File: src/rtl/jtframe_romrq_pkg.sv
// Shared types and constants for the jtframe ROM request cache.
package jtframe_romrq_pkg;

  localparam int SDRAM_AW = 22;
  localparam int SDRAM_DW = 32;

  typedef enum logic [1:0] {IDLE, REQ, WAIT} state_t;

  // Number of low address bits that pick a DW-wide lane inside a 32-bit line.
  function automatic int lane_shift(input int dw);
    return (dw == 8) ? 2 : (dw == 16) ? 1 : 0;
  endfunction

endpackage

File: src/rtl/jtframe_romrq_line.sv
// One cache entry of jtframe_romrq_cache: valid/tag/data storage, hit compare
// and DW-wide lane multiplexer.
module jtframe_romrq_line
  import jtframe_romrq_pkg::*;
#(
  parameter int TW = 16,
  parameter int DW = 8
) (
  input  logic                rst,
  input  logic                clk,
  input  logic                clr_i,
  input  logic                we_i,
  input  logic [TW-1:0]       wtag_i,
  input  logic [SDRAM_DW-1:0] wdata_i,
  input  logic [TW-1:0]       tag_i,
  input  logic [1:0]          lane_i,
  output logic                hit_o,
  output logic [DW-1:0]       lane_o
);

  logic                valid_q;
  logic [TW-1:0]       tag_q;
  logic [SDRAM_DW-1:0] data_q;
  logic [SDRAM_DW-1:0] shifted;

  // NOTE: sequential state uses <= so every flop samples pre-edge values.
  always_ff @(posedge clk or posedge rst) begin
    if (rst)        valid_q <= 1'b0;
    else if (clr_i) valid_q <= 1'b0;
    else if (we_i)  valid_q <= 1'b1;
  end

  // NOTE: tag and data carry no reset; valid_q alone decides whether they mean anything.
  always_ff @(posedge clk) begin
    if (we_i) begin
      tag_q  <= wtag_i;
      data_q <= wdata_i;
    end
  end

  assign hit_o   = valid_q && (tag_q == tag_i);
  assign shifted = data_q >> (int'(lane_i) * DW);
  assign lane_o  = shifted[DW-1:0];

endmodule

File: src/rtl/jtframe_romrq_cache.sv
// ROM-region SDRAM initiator with a 2-line, LRU-replaced, 32-bit line cache.
// Optional miss counter on miss_cnt: define JTFRAME_ROMRQ_MISSCNT_EN.
module jtframe_romrq_cache
  import jtframe_romrq_pkg::*;
#(
  parameter int                  AW     = 18,
  parameter int                  DW     = 8,
  parameter logic [SDRAM_AW-1:0] OFFSET = 22'h0
) (
  input  logic                rst,
  input  logic                clk,
  input  logic                clear,
  input  logic [AW-1:0]       addr,
  input  logic                addr_ok,
  output logic [DW-1:0]       dout,
  output logic                data_ok,
  output logic                sdram_req,
  input  logic                sdram_ack,
  output logic [SDRAM_AW-1:0] sdram_addr,
  input  logic [SDRAM_DW-1:0] data_read,
  input  logic                data_rdy,
  output logic [15:0]         miss_cnt
);

  localparam int SHIFT = lane_shift(DW);
  localparam int TW    = AW - SHIFT;

  state_t              state_q;
  logic [TW-1:0]       tag;
  logic [TW-1:0]       fetch_tag_q;
  logic [1:0]          lane;
  logic [1:0]          hit;
  logic [1:0]          we;
  logic [DW-1:0]       lane_data [2];
  logic                hit_any;
  logic                hit_idx;
  logic                fill;
  logic                miss_start;
  logic                lru_q;
  logic                discard_q;
  logic                data_ok_q;
  logic [DW-1:0]       dout_q;
  logic                sdram_req_q;
  logic [SDRAM_AW-1:0] sdram_addr_q;

  assign tag = addr[AW-1:SHIFT];

  if (SHIFT == 0) begin : g_word
    assign lane = 2'd0;
  end else begin : g_lane
    assign lane = 2'(addr[SHIFT-1:0]);
  end

  for (genvar i = 0; i < 2; i++) begin : g_line
    jtframe_romrq_line #(.TW(TW), .DW(DW)) u_line (
      .rst    (rst),
      .clk    (clk),
      .clr_i  (clear),
      .we_i   (we[i]),
      .wtag_i (fetch_tag_q),
      .wdata_i(data_read),
      .tag_i  (tag),
      .lane_i (lane),
      .hit_o  (hit[i]),
      .lane_o (lane_data[i])
    );
  end

  assign hit_any    = |hit;
  assign hit_idx    = ~hit[0];
  // A clear in the fill cycle or an earlier clear (discard) keeps the line out of the cache.
  assign fill       = (state_q == WAIT) && data_rdy && !discard_q && !clear;
  assign we         = fill ? (lru_q ? 2'b10 : 2'b01) : 2'b00;
  assign miss_start = (state_q == IDLE) && addr_ok && !hit_any;

  always_ff @(posedge clk or posedge rst) begin
    if (rst) begin
      state_q      <= IDLE;
      lru_q        <= 1'b0;
      discard_q    <= 1'b0;
      data_ok_q    <= 1'b0;
      dout_q       <= '0;
      sdram_req_q  <= 1'b0;
      sdram_addr_q <= '0;
      fetch_tag_q  <= '0;
    end else begin
      data_ok_q <= addr_ok && hit_any && !clear;
      if (addr_ok && hit_any && !clear) dout_q <= hit[0] ? lane_data[0] : lane_data[1];

      if (fill)                    lru_q <= ~lru_q;
      else if (addr_ok && hit_any) lru_q <= ~hit_idx;

      case (state_q)
        IDLE: begin
          if (miss_start) begin
            state_q      <= REQ;
            fetch_tag_q  <= tag;
            sdram_req_q  <= 1'b1;
            sdram_addr_q <= OFFSET + (SDRAM_AW'(tag) << 1);
          end
        end
        REQ: begin
          if (clear) discard_q <= 1'b1;
          if (sdram_ack) begin
            sdram_req_q <= 1'b0;
            state_q     <= WAIT;
          end
        end
        WAIT: begin
          if (data_rdy) begin
            state_q   <= IDLE;
            discard_q <= 1'b0;
          end else if (clear) begin
            discard_q <= 1'b1;
          end
        end
        default: state_q <= IDLE;
      endcase
    end
  end

  assign dout       = dout_q;
  assign data_ok    = data_ok_q;
  assign sdram_req  = sdram_req_q;
  assign sdram_addr = sdram_addr_q;

`ifdef JTFRAME_ROMRQ_MISSCNT_EN
  logic [15:0] miss_cnt_q;

  always_ff @(posedge clk or posedge rst) begin
    if (rst)                                           miss_cnt_q <= '0;
    else if (miss_start && (miss_cnt_q != 16'hFFFF)) miss_cnt_q <= miss_cnt_q + 16'd1;
  end

  assign miss_cnt = miss_cnt_q;
`else
  assign miss_cnt = 16'h0;
`endif

endmodule

File: config.mk
export PLATFORM = sky130hd
export DESIGN_NAME = jtframe_romrq_cache
export DESIGN_NICKNAME = d
export VERILOG_FILES = /design/src/rtl/jtframe_romrq_pkg.sv /design/src/rtl/jtframe_romrq_line.sv /design/src/rtl/jtframe_romrq_cache.sv
export SDC_FILE = /design/constraint.sdc
export NUM_CORES = 1
export LEC_CHECK = 0
export CAP_MARGIN = 0
export CORE_ASPECT_RATIO = 1.5
export CORE_MARGIN = 1
export CORE_UTILIZATION = 40
export CTS_CLUSTER_SIZE = 16
export DETAILED_ROUTE_END_ITERATION = 12
export PLACE_DENSITY = 0.71
export SYNTH_ARGS = -nofsm -noshare
export SYNTH_HDL_FRONTEND = slang
export SYNTH_HIERARCHICAL = 1
export SYNTH_SLANG_ARGS = --single-unit
File: constraint.sdc
create_clock -name clk -period 6.1 [get_ports clk]
set_input_delay 1.22 -clock clk [delete_from_list [all_inputs] [get_ports clk]]
set_output_delay 1.22 -clock clk [all_outputs]
set_load 0.02 [all_outputs]
==> results of run 1 <==
-- cell families after synthesis --
group	count (synthesis)
AOI/OAI and AO/OA	8
xor gates and xnor gates	32
adders and majority gates	5
buffers and inverters	38
DFF	128
muxes	50
other	1
and+or+nand+nor	25
-- power by group through the flow --
| stage | combinational [W] | clock (W) | sequential [W] |
|---|---|---|---|
| 2_1_floorplan | 0.000174 | 0 | 0.00119 |
| 3_3_place_gp | 0.000420 | 0 | 0.00114 |
| 3_5_place_dp | 0.000430 | 0 | 0.00114 |
| 4_1_cts | 0.000431 | 0.00108 | 0.00113 |
| 5_1_grt | 0.000463 | 0.00112 | 0.00114 |
| 6_report | 0.000425 | 0.00106 | 0.00113 |
-- sequential cells by signal, indices dropped and copies added (netlist names) --
name and cells:
g_line.u_line/data_q 64, g_line.u_line/tag_q 32, fetch_tag_q 16, dout 8, g_line.u_line/valid_q 2, state_q 2
data_ok 1, discard_q 1, lru_q 1, sdram_req 1
-- final cells by class --
cell class              instances  area [um2]
well taps                     156         195
flip-flops and latches        128        3680
clock inverters                15         208
multi-input cells             142        1410
repair buffers                 84         833
clock buffers                  17         425
inverters                       8        30.0
fillers                      1005        5850
-- routing by layer --
metal	up-vias	track usage, %	wire length (um)
met5	-	0	0
met3	18	4.86	503
met4	0	7.74	175
met2	107	27.3	5170
li1	1233	-	-
met1	1329	17.0	3450
-- synthesized netlist by cell type (3+ instances only) --
| library cell | number | area [um2] |
|---|---|---|
| a21oi_1 | 3 | 15.0 |
| buf_2 | 4 | 20.0 |
| buf_4 | 22 | 165 |
| dfrtp_1 | 32 | 801 |
| edfxtp_1 | 96 | 2880 |
| ha_1 | 5 | 62.6 |
| inv_1 | 8 | 30.0 |
| mux2_1 | 11 | 124 |
| mux2_2 | 23 | 259 |
| mux4_2 | 16 | 360 |
| nand2_1 | 3 | 11.3 |
| nand4_1 | 6 | 37.5 |
| nor2_1 | 5 | 18.8 |
| xnor2_1 | 24 | 210 |
| xor2_1 | 8 | 70.1 |
-- cells in the final DEF, fill, tap and decap left out, types with 2 or more instances in the layout --
cell type | netlist | final
edfxtp_1 | 96 | 96
clkdlybuf4s50_1 | 0 | 81
dfrtp_1 | 32 | 32
xnor2_1 | 24 | 24
mux2_2 | 23 | 23
conb_1 | 1 | 22
clkbuf_16 | 0 | 17
mux4_2 | 16 | 16
mux2_1 | 11 | 11
inv_1 | 8 | 8
xor2_1 | 8 | 8
nand4_1 | 6 | 6
nor2_1 | 5 | 5
ha_1 | 5 | 5
clkinv_4 | 0 | 5
inv_6 | 0 | 4
bufinv_16 | 0 | 4
nand2_1 | 3 | 3
a21oi_1 | 3 | 3
buf_4 | 22 | 3
a31oi_1 | 2 | 2
nor4_1 | 2 | 2
-- how the worst min path moves through the flow --
stage | start | to | depth (start not counted) | slack (ps)
floorplan | lru_q$_DFFE_PP0P_ | lru_q$_DFFE_PP0P_ | 1 | 460
global placement | fetch_tag_q[7]$_DFFE_PP0P_ | g_line[1].u_line/tag_q[7]$_DFFE_PP_ | 0 | 470
detailed placement | fetch_tag_q[15]$_DFFE_PP0P_ | g_line[1].u_line/tag_q[15]$_DFFE_PP_ | 0 | 480
CTS | fetch_tag_q[8]$_DFFE_PP0P_ | g_line[0].u_line/tag_q[8]$_DFFE_PP_ | 0 | 500
global route | fetch_tag_q[8]$_DFFE_PP0P_ | g_line[0].u_line/tag_q[8]$_DFFE_PP_ | 0 | 520
finish | g_line[1].u_line/valid_q$_DFFE_PP0P_ | g_line[1].u_line/valid_q$_DFFE_PP0P_ | 2 | 500
-- critical path: stages --
cell and delay [ps]:
clkdlybuf4s50_1 460, xor2_1 180, nor4_1 290, nand4_1 180, nor4_4 760, nor2_1 130
nor3b_2 600, mux2_2 410
-- stage by stage --
| step | cells | hold WS, ps | util (%) | instance area [um2] | setup slack, ps |
|---|---|---|---|---|---|
| floorplan | 308 | 456 | - | 5300 | 1760 |
| global placement | 518 | 474 | 48.7 | 6150 | 1800 |
| detailed placement | 518 | 485 | 48.7 | 6150 | 1690 |
| CTS | 550 | 499 | 53.7 | 6780 | 2110 |
| global route | 550 | 515 | 53.7 | 6780 | 1950 |
| finish | 550 | 500 | 53.7 | 6780 | 2150 |
==> flow_results.xml, run 1 <==
<?xml version="1.0" encoding="UTF-8"?>
<metrics>
  <group name="synthesis">
    <metric name="main_combinational_cell_family_by_area_after_synthesis" unit="">multiplexers</metric>
    <metric name="yosys.area_share.xor_xnor" unit="%">5.36</metric>
    <metric name="synthesis.yosys.warnings" unit="">6</metric>
    <metric name="post_synth_inst_count" unit="">287</metric>
    <metric name="share_of_flip_flops_with_an_asynchronous_set_or_reset_after_synthesis" unit="%">25.0</metric>
    <metric name="syn-cell-area" unit="mm2">0.00523</metric>
    <metric name="compound_cell_area_share_of_the_yosys_netlist" unit="%">1.03</metric>
    <metric name="synth-seq-area-share" unit="%">70.5</metric>
    <metric name="synthFlopType" unit="">edfxtp_1</metric>
    <metric name="synth_fa_ha_area_share" unit="%">1.20</metric>
    <metric name="synth-edff-count" unit="">96</metric>
    <metric name="synth-seq-cells" unit="">128</metric>
    <metric name="synth.distinct_cells" unit="">31</metric>
    <metric name="synth-simple-area-share" unit="%">3.21</metric>
    <metric name="share_of_synthesized_area_spent_on_multiplexers" unit="%">14.2</metric>
    <metric name="synth.avg_cell_area" unit="um2">18.2</metric>
  </group>
  <group name="pwr">
    <metric name="p_clk_share" unit="%">40.6</metric>
    <metric name="post-layout-total-power" unit="W">0.00262</metric>
    <metric name="switching_power" unit="W">0.000653</metric>
    <metric name="ir_drop" unit="uV">164</metric>
    <metric name="static-leakage-power" unit="nW">2.44</metric>
    <metric name="seq_power_share" unit="%">43.1</metric>
    <metric name="internal_pwr_total" unit="W">0.00196</metric>
    <metric name="power-per-cell-area" unit="mW/mm2">386</metric>
    <metric name="comb_power_share" unit="%">16.2</metric>
    <metric name="sw_frac_of_total" unit="%">25.0</metric>
  </group>
  <group name="final_layout">
    <metric name="drive_gt1_share" unit="%">20.1</metric>
    <metric name="layout.nets" unit="">442</metric>
    <metric name="areaGrowthSynthToFinish" unit="%">29.8</metric>
    <metric name="num_antenna_cells" unit="">0</metric>
  </group>
  <group name="clock_network">
    <metric name="cts-root-to-sink-buffers" unit="">2</metric>
    <metric name="hold_fix_buffers_at_cts" unit="">0</metric>
    <metric name="cts_tree" unit="">yes</metric>
    <metric name="post_cts.repair.setup_buffers" unit="">0</metric>
    <metric name="clkSlewWorstSetupHoldPaths" unit="ps">60</metric>
    <metric name="htreeDepth" unit="">4</metric>
    <metric name="clkSinkCount" unit="">128</metric>
    <metric name="clock_insertion_delay_worst_skew" unit="ps">410</metric>
    <metric name="cts.root.buffer_cell" unit="">clkbuf_16</metric>
    <metric name="cts_inserted_buffers" unit="">17</metric>
    <metric name="postCtsResizedCells" unit="">0</metric>
  </group>
  <group name="flow_run">
    <metric name="max_cap_viol_count" unit="">0</metric>
  </group>
  <group name="routing">
    <metric name="routedWlPerCell" unit="um">16.9</metric>
    <metric name="drt_pass1_iterations" unit="">4</metric>
    <metric name="drt_wl_total" unit="mm">9.30</metric>
    <metric name="antenna_left" unit="">0</metric>
    <metric name="route.detailed.drc" unit="">0</metric>
    <metric name="drt_via_density" unit="">4.89</metric>
    <metric name="initialDrtViolationCount" unit="">110</metric>
    <metric name="num_vias" unit="">2687</metric>
  </group>
  <group name="outcome">
    <metric name="run_status" unit="">finished clean</metric>
  </group>
  <group name="sta">
    <metric name="fin_crit" unit="ps">3950</metric>
    <metric name="fin_setup_tns" unit="ps">0</metric>
    <metric name="max_slew.worst_pin.slew" unit="ps">1080</metric>
    <metric name="maxSlewViolCount" unit="">0</metric>
    <metric name="report.final.setup_viol" unit="">0</metric>
    <metric name="grt_setup_unrepaired" unit="">false</metric>
    <metric name="finClkSkew" unit="ps">7.24</metric>
    <metric name="max_freq" unit="GHz">0.253</metric>
    <metric name="timing_hold_violations_final" unit="">0</metric>
    <metric name="min_period_over_period" unit="%">64.7</metric>
    <metric name="timing.slew.headroom" unit="%">27.8</metric>
  </group>
  <group name="worst_setup_path">
    <metric name="timing.critical_path.arrival" unit="ps">4240</metric>
    <metric name="crit_path_start" unit="">addr[13]</metric>
    <metric name="worst-path-max-fanout" unit="">13</metric>
    <metric name="critPathRequiredTime" unit="ps">6390</metric>
    <metric name="worst_setup_path_start_kind" unit="">input pin</metric>
    <metric name="reg2reg_from" unit="">g_line[0].u_line/tag_q[11]$_DFFE_PP_</metric>
    <metric name="critical_path.reg2reg.endpoint" unit="">dout[6]$_DFFE_PP0P_</metric>
    <metric name="reg2regPathDepth" unit="">7</metric>
    <metric name="setup.reg_to_reg.worst_slack" unit="ps">3100</metric>
    <metric name="setup.worst_path.end_class" unit="">register</metric>
    <metric name="worstSetupPathType" unit="">input pin to register</metric>
    <metric name="critPathCapture" unit="">dout[6]$_DFFE_PP0P_</metric>
  </group>
  <group name="grt">
    <metric name="grt_pass1_vias" unit="">2830</metric>
    <metric name="grt_antenna_before_repair" unit="">0</metric>
    <metric name="grt_max_degree" unit="">29</metric>
    <metric name="grt-ovfl-total" unit="">0</metric>
    <metric name="globalRouteTotalUtil" unit="%">15.7</metric>
    <metric name="grt_first_pass_wirelength" unit="mm">14.9</metric>
  </group>
  <group name="die">
    <metric name="floorplan.die.height" unit="um">142</metric>
    <metric name="fp.dieArea" unit="mm2">0.0135</metric>
    <metric name="core_area" unit="mm2">0.0126</metric>
    <metric name="boundaryPins" unit="">104</metric>
    <metric name="die_w" unit="um">95.3</metric>
    <metric name="placementRows" unit="">50</metric>
    <metric name="initial_util" unit="%">41.3</metric>
  </group>
  <group name="placed_design">
    <metric name="port_buffers" unit="">81</metric>
    <metric name="place_hpwl" unit="mm">6.59</metric>
    <metric name="globalplace.congestion" unit="">0.735</metric>
  </group>
  <group name="hold_path">
    <metric name="min-delay-path-class" unit="">register to register</metric>
  </group>
</metrics>
Power figures use the tool's default switching activity.
==> run 2, diff against run 1 <==
--- a/config.mk
+++ b/config.mk
@@ -11,7 +11,7 @@
 export CORE_UTILIZATION = 40
 export CTS_CLUSTER_SIZE = 16
 export DETAILED_ROUTE_END_ITERATION = 12
-export PLACE_DENSITY = 0.71
+export PLACE_DENSITY = 0.73
 export SYNTH_ARGS = -nofsm -noshare
 export SYNTH_HDL_FRONTEND = slang
 export SYNTH_HIERARCHICAL = 1
==> constraint.sdc (replaced) <==
create_clock -name clk -period 3.3 [get_ports clk]
set_input_delay 0.66 -clock clk [delete_from_list [all_inputs] [get_ports clk]]
set_output_delay 0.66 -clock clk [all_outputs]
set_load 0.02 [all_outputs]
==> flow_results.xml, run 2 (synthesis results as in run 1) <==
<?xml version="1.0" encoding="UTF-8"?>
<metrics>
  <group name="final_layout">
    <metric name="registers_with_the_most_flip_flops" unit="">g_line.u_line/data_q x64, g_line.u_line/tag_q x32, fetch_tag_q x16</metric>
    <metric name="nFillCells" unit="">993</metric>
    <metric name="drive_gt1_share" unit="%">22.1</metric>
    <metric name="areaGrowthSynthToFinish" unit="%">30.6</metric>
    <metric name="layout.cells.most_common" unit="">edfxtp_1</metric>
    <metric name="layout.nets" unit="">451</metric>
    <metric name="registers.top_by_ff_count" unit="">g_line.u_line/data_q</metric>
    <metric name="largest_register_ffs" unit="">64</metric>
    <metric name="layout_common_cells" unit="">96 x edfxtp_1, 81 x clkdlybuf4s50_1, 32 x dfrtp_1</metric>
    <metric name="num_antenna_cells" unit="">0</metric>
  </group>
  <group name="worst_setup_path">
    <metric name="setup.worst_path.end_class" unit="">register</metric>
    <metric name="worst-path-max-fanout" unit="">9</metric>
    <metric name="critical_path.reg2reg.endpoint" unit="">dout[5]$_DFFE_PP0P_</metric>
    <metric name="worst_setup_path_start_kind" unit="">input pin</metric>
    <metric name="timing.critical_path.arrival" unit="ps">3060</metric>
    <metric name="reg2regPathDepth" unit="">8</metric>
    <metric name="critPathRequiredTime" unit="ps">3580</metric>
    <metric name="worstSetupPathType" unit="">input pin to register</metric>
    <metric name="setup.reg_to_reg.worst_slack" unit="ps">910</metric>
    <metric name="reg2reg_from" unit="">g_line[1].u_line/tag_q[11]$_DFFE_PP_</metric>
  </group>
  <group name="grt">
    <metric name="top_usage_layer" unit="">met2</metric>
    <metric name="grtUsageMet3" unit="%">4.81</metric>
    <metric name="gr-usage-met2" unit="%">27.0</metric>
    <metric name="grt_pass1_vias" unit="">2904</metric>
    <metric name="grt_max_degree" unit="">29</metric>
    <metric name="grt.met1_usage" unit="%">16.9</metric>
    <metric name="globalRouteTotalUtil" unit="%">15.4</metric>
    <metric name="grt_first_pass_wirelength" unit="mm">14.9</metric>
    <metric name="grt_antenna_before_repair" unit="">0</metric>
    <metric name="grt-ovfl-total" unit="">0</metric>
  </group>
  <group name="sta">
    <metric name="grt_setup_unrepaired" unit="">false</metric>
    <metric name="timing_hold_violations_final" unit="">0</metric>
    <metric name="final_critical_path_setup_slack" unit="ps">526</metric>
    <metric name="finClkSkew" unit="ps">6.17</metric>
    <metric name="report.final.setup_viol" unit="">0</metric>
    <metric name="min_period_over_period" unit="%">84.0</metric>
    <metric name="max_freq" unit="GHz">0.361</metric>
    <metric name="fin_crit" unit="ps">2770</metric>
    <metric name="max_slew.worst_pin.slew" unit="ps">929</metric>
    <metric name="maxSlewViolCount" unit="">0</metric>
    <metric name="fin_setup_tns" unit="ps">0</metric>
    <metric name="timing.slew.headroom" unit="%">38.0</metric>
  </group>
  <group name="placed_design">
    <metric name="place_hpwl" unit="mm">6.76</metric>
    <metric name="setup_slack_at_placement" unit="ps">75.0</metric>
    <metric name="globalplace.congestion" unit="">0.736</metric>
    <metric name="port_buffers" unit="">81</metric>
  </group>
  <group name="die">
    <metric name="boundaryPins" unit="">104</metric>
    <metric name="placementRows" unit="">50</metric>
    <metric name="floorplan.die.height" unit="um">142</metric>
    <metric name="fp.dieArea" unit="mm2">0.0135</metric>
    <metric name="initial_util" unit="%">41.3</metric>
    <metric name="die_w" unit="um">95.3</metric>
    <metric name="core_area" unit="mm2">0.0126</metric>
  </group>
  <group name="routing">
    <metric name="drt_via_density" unit="">4.84</metric>
    <metric name="drt_pass1_iterations" unit="">4</metric>
    <metric name="initialDrtViolationCount" unit="">135</metric>
    <metric name="drt_wl_total" unit="mm">9.39</metric>
    <metric name="antenna_left" unit="">0</metric>
    <metric name="routedWlPerCell" unit="um">16.8</metric>
    <metric name="num_vias" unit="">2705</metric>
    <metric name="route.detailed.drc" unit="">0</metric>
  </group>
  <group name="pwr">
    <metric name="sw_frac_of_total" unit="%">25.3</metric>
    <metric name="post-layout-total-power" unit="W">0.00476</metric>
    <metric name="p_clk_share" unit="%">39.6</metric>
    <metric name="internal_pwr_total" unit="W">0.00356</metric>
    <metric name="ir_drop" unit="uV">563</metric>
    <metric name="power-per-cell-area" unit="mW/mm2">698</metric>
    <metric name="comb_power_share" unit="%">16.8</metric>
    <metric name="static-leakage-power" unit="nW">2.46</metric>
    <metric name="seq_power_share" unit="%">43.5</metric>
    <metric name="switching_power" unit="W">0.00120</metric>
  </group>
  <group name="clock_network">
    <metric name="cts_tree" unit="">yes</metric>
    <metric name="postCtsResizedCells" unit="">0</metric>
    <metric name="post_cts.repair.setup_buffers" unit="">0</metric>
    <metric name="clkSlewWorstSetupHoldPaths" unit="ps">50</metric>
    <metric name="cts_inserted_buffers" unit="">17</metric>
    <metric name="hold_fix_buffers_at_cts" unit="">0</metric>
    <metric name="htreeDepth" unit="">4</metric>
    <metric name="clkSinkCount" unit="">128</metric>
    <metric name="cts-root-to-sink-buffers" unit="">2</metric>
    <metric name="cts.root.buffer_cell" unit="">clkbuf_16</metric>
    <metric name="clock_insertion_delay_worst_skew" unit="ps">400</metric>
  </group>
  <group name="hold_path">
    <metric name="min-delay-path-class" unit="">input pin to asynchronous set/reset pin</metric>
  </group>
  <group name="outcome">
    <metric name="run_status" unit="">finished clean</metric>
  </group>
  <group name="flow_run">
    <metric name="max_cap_viol_count" unit="">0</metric>
  </group>
</metrics>
[run 2: worst max path at each step]
stage	start	end	slack (ps)	depth (start not counted)
after detailed placement	addr[13]	dout[2]$_DFFE_PP0P_	70	9
final	addr[13]	dout[5]$_DFFE_PP0P_	530	9
after floorplan	state_q[0]$_DFFE_PP0P_	g_line[0].u_line/data_q[0]$_DFFE_PP_	410	4
after global placement	addr[2]	dout[3]$_DFFE_PP0P_	100	9
after global routing	addr[13]	dout[5]$_DFFE_PP0P_	390	9
after CTS	addr[13]	dout[6]$_DFFE_PP0P_	490	9
[run 2: per-stage QoR]
| stage | util (%) | instances | instance area [um2] | hold WS, ps |
|---|---|---|---|---|
| 3_3_place_gp | 49.2 | 527 | 6220 | 473 |
| 2_1_floorplan | - | 308 | 5310 | 389 |
| 3_5_place_dp | 49.2 | 527 | 6220 | 489 |
| 5_1_grt | 54.0 | 559 | 6830 | 490 |
| 4_1_cts | 54.0 | 559 | 6830 | 471 |
| 6_report | 54.0 | 559 | 6830 | 490 |
[run 2: area by class of cell]
class | instances | area [um2] | share of cell area, %
clock buffers | 17 | 425 | 6.23
clock inverters | 15 | 183 | 2.68
inverters | 8 | 30.0 | 0.440
multi-input cells | 142 | 1410 | 20.6
flip-flops and latches | 128 | 3680 | 54.0
well taps | 156 | 195 | 2.86
repair buffers | 93 | 901 | 13.2
[run 2: routing by layer]
layer / vias to the layer above / routed length (um)
met2: 96 / 5120
met4: 0 / 172
met5: - / 0
met1: 1345 / 3620
met3: 11 / 475
li1: 1253 / -
[run 2: power groups by stage]
stage               Sequential, W  Clock [W]  Combinational [W]
floorplan                 0.00220          0           0.000322
global placement          0.00209          0           0.000798
detailed placement        0.00211          0           0.000811
CTS                       0.00208    0.00192           0.000815
global route              0.00210    0.00199           0.000871
finish                    0.00207    0.00189           0.000802
[run 2: critical path, stage by stage]
cell and delay (ps):
clkdlybuf4s50_1 470, xor2_1 180, nor4_1 370, nand4_1 190, nor4_2 360, nor2_1 100, nor3b_2 180, buf_4 200
mux2_2 340
